## src/rtl/reg_cmd_pkg.sv

```systemverilog
// Shared command codes and FSM state encoding for the register command controller.
package reg_cmd_pkg;

  localparam logic [7:0] WRITE_CMD = 8'hAA;
  localparam logic [7:0] READ_CMD  = 8'hBB;

  typedef enum logic [2:0] {
    IDLE,
    WR_ADDR,
    WR_DATA,
    RD_ADDR,
    RD_WAIT,
    TX_SEND
  } state_t;

  // States in which the idle/response timeout is running.
  function automatic logic is_timed_state(input state_t s);
    return (s == WR_ADDR) || (s == WR_DATA) || (s == RD_ADDR) || (s == RD_WAIT);
  endfunction

endpackage

```

## src/rtl/reg_cmd_controller_timeout_counter.sv

```systemverilog
// Cycle counter with clear/enable; expired is high while the count equals the terminal value in limit.
module timeout_counter #(
  parameter int WIDTH = 10
) (
  input  logic             clk,
  input  logic             reset,
  input  logic             clear,
  input  logic             enable,
  input  logic [WIDTH-1:0] limit,
  output logic             expired
);

  logic [WIDTH-1:0] count;

  always_ff @(posedge clk or negedge reset) begin
    if (!reset) begin
      count <= '0;
    end else if (clear) begin
      count <= '0;
    end else if (enable) begin
      count <= count + 1'b1;
    end
  end

  assign expired = enable && (count == limit);

endmodule

```

## src/rtl/reg_cmd_controller.sv

```systemverilog
// Byte-frame command parser: turns UART write/read frames into register file strobes
// and returns read data to the transmitter over a valid/ready handshake.
module reg_cmd_controller
  import reg_cmd_pkg::*;
#(
  parameter int DATA_WIDTH          = 8,
  parameter int REGISTER_FILE_DEPTH = 16,
  parameter int FRAME_TIMEOUT       = 1024,
  parameter int READ_TIMEOUT        = 4
) (
  input  logic                                   clk,
  input  logic                                   reset,
  input  logic [DATA_WIDTH-1:0]                  rx_data,
  input  logic                                   rx_data_valid,
  output logic [$clog2(REGISTER_FILE_DEPTH)-1:0] address,
  output logic                                   write_enable,
  output logic [DATA_WIDTH-1:0]                  write_data,
  output logic                                   read_enable,
  input  logic [DATA_WIDTH-1:0]                  read_data,
  input  logic                                   read_data_valid,
  output logic [DATA_WIDTH-1:0]                  tx_data,
  output logic                                   tx_valid,
  input  logic                                   tx_ready,
  output logic                                   busy,
  output logic                                   frame_error
);

  localparam int ADDR_W = $clog2(REGISTER_FILE_DEPTH);
  localparam int CNT_W  = $clog2(FRAME_TIMEOUT);

  state_t           state;
  logic             timed;
  logic             cnt_clear;
  logic             expired;
  logic [CNT_W-1:0] cnt_limit;

  // Bytes in RD_WAIT are ignored, so they must not restart the response timeout.
  assign timed     = is_timed_state(state);
  assign cnt_clear = !timed || (rx_data_valid && (state != RD_WAIT));
  assign cnt_limit = (state == RD_WAIT) ? CNT_W'(READ_TIMEOUT - 1) : CNT_W'(FRAME_TIMEOUT - 1);

  timeout_counter #(
    .WIDTH (CNT_W)
  ) u_timeout (
    .clk     (clk),
    .reset   (reset),
    .clear   (cnt_clear),
    .enable  (timed),
    .limit   (cnt_limit),
    .expired (expired)
  );

  always_ff @(posedge clk or negedge reset) begin
    if (!reset) begin
      state        <= IDLE;
      address      <= '0;
      write_enable <= 1'b0;
      write_data   <= '0;
      read_enable  <= 1'b0;
      tx_data      <= '0;
      tx_valid     <= 1'b0;
      busy         <= 1'b0;
      frame_error  <= 1'b0;
    end else begin
      write_enable <= 1'b0;
      read_enable  <= 1'b0;
      frame_error  <= 1'b0;
      case (state)
        IDLE: begin
          if (rx_data_valid && (rx_data == DATA_WIDTH'(WRITE_CMD))) begin
            state <= WR_ADDR;
            busy  <= 1'b1;
          end else if (rx_data_valid && (rx_data == DATA_WIDTH'(READ_CMD))) begin
            state <= RD_ADDR;
            busy  <= 1'b1;
          end
        end
        WR_ADDR: begin
          if (rx_data_valid) begin
            address <= rx_data[ADDR_W-1:0];
            state   <= WR_DATA;
          end else if (expired) begin
            state       <= IDLE;
            busy        <= 1'b0;
            frame_error <= 1'b1;
          end
        end
        WR_DATA: begin
          if (rx_data_valid) begin
            write_data   <= rx_data;
            write_enable <= 1'b1;
            state        <= IDLE;
            busy         <= 1'b0;
          end else if (expired) begin
            state       <= IDLE;
            busy        <= 1'b0;
            frame_error <= 1'b1;
          end
        end
        RD_ADDR: begin
          if (rx_data_valid) begin
            address     <= rx_data[ADDR_W-1:0];
            read_enable <= 1'b1;
            state       <= RD_WAIT;
          end else if (expired) begin
            state       <= IDLE;
            busy        <= 1'b0;
            frame_error <= 1'b1;
          end
        end
        RD_WAIT: begin
          if (read_data_valid) begin
            tx_data  <= read_data;
            tx_valid <= 1'b1;
            state    <= TX_SEND;
          end else if (expired) begin
            state       <= IDLE;
            busy        <= 1'b0;
            frame_error <= 1'b1;
          end
        end
        TX_SEND: begin
          if (tx_ready) begin
            tx_valid <= 1'b0;
            state    <= IDLE;
            busy     <= 1'b0;
          end
        end
        default: begin
          state <= IDLE;
          busy  <= 1'b0;
        end
      endcase
    end
  end

endmodule

```

## config.mk

```make
export PLATFORM = sky130hd
export DESIGN_NAME = reg_cmd_controller
export DESIGN_NICKNAME = d
export VERILOG_FILES = /design/src/rtl/reg_cmd_pkg.sv /design/src/rtl/reg_cmd_controller_timeout_counter.sv /design/src/rtl/reg_cmd_controller.sv
export SDC_FILE = /design/constraint.sdc
export NUM_CORES = 1
export LEC_CHECK = 0
export BUFFER_PORTS_ARGS = -buffer_cell sky130_fd_sc_hd__buf_2
export CORE_MARGIN = 3
export CORE_UTILIZATION = 24
export DETAILED_ROUTE_END_ITERATION = 10
export SYNTH_ARGS = -nofsm -noshare
export SYNTH_HDL_FRONTEND = slang
export SYNTH_SLANG_ARGS = --single-unit
```

## constraint.sdc

```tcl
create_clock -name clk -period 3.55 [get_ports clk]
set_input_delay 0.355 -clock clk [delete_from_list [all_inputs] [get_ports clk]]
set_output_delay 0.355 -clock clk [all_outputs]
set_load 0.01 [all_outputs]
```

======== Word-level counts from Yosys, hierarchy flattened ========
Index checks and enable logic that the tools add are counted.
W data, S select, Z words.
word-level totals
  bits in registers ....................... 38
  word-level logic and storage cells ...... 74
cells by class
  $add $sub $neg .......................... 1
  equality and inequality tests ........... 14
  multiplexer cells ....................... 29
  reductions and logical operators ........ 20
operators by type and width
  cell                     number
  $mux W10                 3
  $mux W3                  8
  $pmux W3 S6              1
  $eq A8 B8 Y1 const B     2
  $mux W1                  14
  $add A10 B1 Y10 const B  1
  $eq A10 B10 Y1           1
  $ne A2 B2 Y1 const B     4
  $reduce_and A2 Y1        4
  $eq A3 B2 Y1 const B     2
  $eq A3 B3 Y1 const B     2
  $ne A3 B3 Y1 const B     2
  $pmux W1 S5              1
  $logic_and A1 B1 Y1      4
  $logic_or A1 B1 Y1       4
  $pmux W1 S2              2
  $reduce_and A4 Y1        1
  $reduce_bool A2 Y1       2
  $eq A3 B1 Y1 const B     1
  $logic_not A3 Y1         1
  $reduce_and A3 Y1        1
  $reduce_or A3 Y1         1
  $reduce_or A2 Y1         1
  $logic_not A1 Y1         1

======== Longest topological paths before layout ========
  word-level depth ........................ 8
  depth in mapped cells ................... 6
  gate-level depth less buffers ........... 4

======== Cells and area by module ========
From an unflattened synthesis, not the netlist that was laid out.
unflattened totals
  cells, all modules ...................... 158
  area total of the unflattened synthesis .. 1885.6 µm²
modules (own cells, without submodules)
  module              instances  cells each  area an instance (µm²)  sequential area each (µm²)
  reg_cmd_controller  1          96          1291.2                  700.7
  timeout_counter     1          62          594.3                   250.2

======== Least setup slack after synthesis ========
OpenSTA, ideal clock, no wires.
  path type ............................... reg-to-reg
  from .................................... reg state[1]
  to ...................................... reg tx_data[0]
  setup time .............................. 0.128 ns
  arrival time ............................ 1.446 ns
  required time ........................... 3.422 ns
  setup slack ............................. 1.976 ns
  cell stages (with the launch flop) ...... 6
  buffers on the path ..................... 2
  clock period less this slack ............ 1.574 ns
  path through ............................ dfrtp_1 > buf_4 > nor3b_2 > and2_1 > buf_2 > mux2_1
on the way
  cells in the longest elaborated chain, start to end .. 2
ends and longest elaborated chain
  what                                line                       RTL
  start, declared                     reg_cmd_controller.sv:31   state_t state;
  start signal, assigned              reg_cmd_controller.sv:55   state <= IDLE;
  start signal, assigned              reg_cmd_controller.sv:71   state <= WR_ADDR;
  start signal, assigned              reg_cmd_controller.sv:74   state <= RD_ADDR;
  $eq A3 B3 Y1                        reg_cmd_controller.sv:68   case (state)
  $reduce_and A2 Y1 (no source line)  n/a
  end signal, assigned                reg_cmd_controller.sv:113  tx_data <= read_data;
  end, declared                       reg_cmd_controller.sv:21   output logic [DATA_WIDTH-1:0] tx_data,
No other way between the ends.
A chain may end at the register's enable or synchronous reset.

======== Final worst setup path ========
  from .................................... reg state[2]
  to ...................................... reg state[2]
on the way
  cells in the longest elaborated chain, start to end .. 8
  elaborated cells on any way between the ends .. 21
  those cells by class .................... eq/ne (8); mux (7); reduce/logical (6)
ends and longest elaborated chain
  what
  parallel branches: the longest is 8 deep, another holds $mux W10
Parallel ways; which one is timed is not known.

==> results.cfg <==
[floorplan]
die_h_um = 91.9
coreArea_mm2 = 0.00698
rows = 30
ioPinCount = 46
start_util = 0.253
die_x_um = 91.9
die-area_mm2 = 0.00844

[global_routing]
grt-ovfl-total = 0
grt_max_degree = 39
gr-usage-all-layers = 0.0879
antenna_found_initial = 0
grt_pass1_vias = 1263
grt_pass1_wl_mm = 6.03

[hold_path]
hold_path.class = in2async

[sta]
max_slew_margin = 0.437
setup_viol = 0
finalCriticalPeriod_ns = 1.86
hold_violations = 0
drv_slew = 0
worst_pin_slew_ns = 0.845
tns_ns = 0
rsz0062_at_grt = false
fin_hold_ws_ns = 0.177
clock.fmax_ghz = 0.538
skew_ns = 0.00585
finalCritPeriodShare = 0.524

[cells_and_area]
area_delta_synth_final_pct = 23.8
final_common_cell = buf_2
final_nets = 215
fillers = 723
final_cell_mix = 45 x buf_2, 38 x dfrtp_1, 16 x mux2_1
final_layout_size_suffix_gt1_frac = 0.342
n_antenna_cell = 0

[power_and_ir_drop]
irDropWorstVdd_v = 0.000144
total_power_w = 0.000947
power.density_mw_per_mm2 = 433
p_leak_nw = 1.08

[drt]
vias = 1303
wire_per_inst_um = 12.6
ant_nets = 0
dr.pass1.iters = 4
drc = 0
drt_iter0_drc = 45
wl_mm = 3.63
viasPerCell = 4.51

[clock_tree]
cts_setup_buffers = 0
clk_pin_slew_ns = 0.07
hold_buffers = 0
post_cts_resized = 0
cts-root-buf = clkbuf_8
clkLatencyLatePin_ns = 0.29
clock_sinks = 38
htreeDepth = 2
cts_tree = done
numCtsBuffers = 5
clock_path_buffers = 2

[placed_design]
gp_congestion = 0.822
numPortBuffers = 45
hpwl_mm = 2.64

[worst_setup_path]
worstReg2RegEnd = state[2]
cp-start-kind = flop
r2r_start = state[2]
rrSetupSlack_ns = 1.69
rr_worst_depth = 4
path_max_fanout = 14
required_ns = 3.71
cp-end-kind = flop
crit_arrival_ns = 2.02
worstSetupPathType = reg2reg

[logic_synthesis]
muxShareOfSynthArea = 0.127
async_flop_share = 1.00
synth_fa_ha_area_frac = 0.00707
synth_nets = 170
ys_types = 40
ys_warn_count = 0
synth_xor_area_frac = 0.0446
synth.avg_cell_area_um2 = 12.0
synth_simple_gate_area_frac = 0.164
ys_ff_latch = 38
synth_compound_area_frac = 0.0919
synth_area_mm2 = 0.00177
synth_flop_cell = dfrtp_1
yosysSeqAreaShare = 0.537
synthCells = 148
synth_edf_count = 0
synth_top_family_by_area = simple AND/OR/NAND/NOR gates

[run]
max_cap_viol_count = 0

[status]
status = complete, no violations
[synthesized netlist by cell type (all sizes together), types with 2 or more instances]
master,number,area share
a211oi,2,0.011
a21oi,6,0.019
and2,2,0.0071
and3,4,0.014
buf,5,0.017
clkbuf,2,0.0042
dfrtp,38,0.54
inv,3,0.0064
mux2,20,0.13
nand2,7,0.015
nand3,5,0.014
nand4,3,0.011
nor2,11,0.023
nor2b,3,0.011
nor3b,2,0.014
nor4,4,0.018
o21ai,6,0.017
o32ai,2,0.0099
or3b,2,0.011
xor2,8,0.040
[flip-flops by register name, summed over array words and instances, names as in the netlist]
signal,count
frame_error,1
address,4
write_data,8
tx_data,8
busy,1
u_timeout.count,10
write_enable,1
tx_valid,1
read_enable,1
state,3
[how the worst max path moves through the flow]
stage,startpoint,end,depth (start not counted)
2_1_floorplan,state[1],tx_data[0],5
3_3_place_gp,state[2],tx_data[2],3
3_5_place_dp,state[2],tx_data[7],3
4_1_cts,state[2],tx_data[7],3
5_1_grt,state[2],tx_data[4],3
6_report,state[2],state[2],4
[stage by stage]
stage	instance area, um2	utilization	instances	setup WS [ns]
floorplan	1770	-	148	1.98
global placement	2080	0.297	282	1.72
detailed placement	2080	0.297	282	1.68
CTS	2190	0.314	289	1.68
global route	2190	0.314	289	1.56
finish	2190	0.314	289	1.69
[critical path, cell delays in order, from the launching register on]
cell     delay (ns)
dfrtp_1        0.55
or3b_4         0.44
o32a_4         0.34
o41ai_2        0.30
o21ai_1        0.11
[power by group]
group	switching (W)	internal (W)
clock network	0.000143	0.000225
registers	0.0000159	0.000461
logic	0.0000562	0.0000465
total	0.000215	0.000732
[layout make-up]
| type | instances | area (um2) | share of cell area |
|---|---|---|---|
| Clock inverter | 1 | 30.0 | 0.0137 |
| Inverter | 3 | 11.3 | 0.00514 |
| Tap cell | 96 | 120 | 0.0549 |
| Timing Repair Buffer | 45 | 225 | 0.103 |
| Sequential cell | 38 | 951 | 0.434 |
| Multi-Input combinational cell | 100 | 769 | 0.351 |
| Clock buffer | 6 | 82.6 | 0.0377 |
[cell families after synthesis]
family,Yosys count
simple gates,49
fa+ha+maj,1
buf+inv,10
mux,20
compound gates,21
flops,38
xor+xnor,9
[routing by layer]
| metal | global-route usage | vias up | share of wire |
|---|---|---|---|
| li1 | - | 619 | - |
| met1 | 0.114 | 638 | 0.45 |
| met4 | 0.0260 | 0 | 0.012 |
| met3 | 0.0336 | 4 | 0.082 |
| met5 | 0 | - | 0 |
| met2 | 0.136 | 42 | 0.45 |
Note: power is estimated with default switching activity, not from simulation.
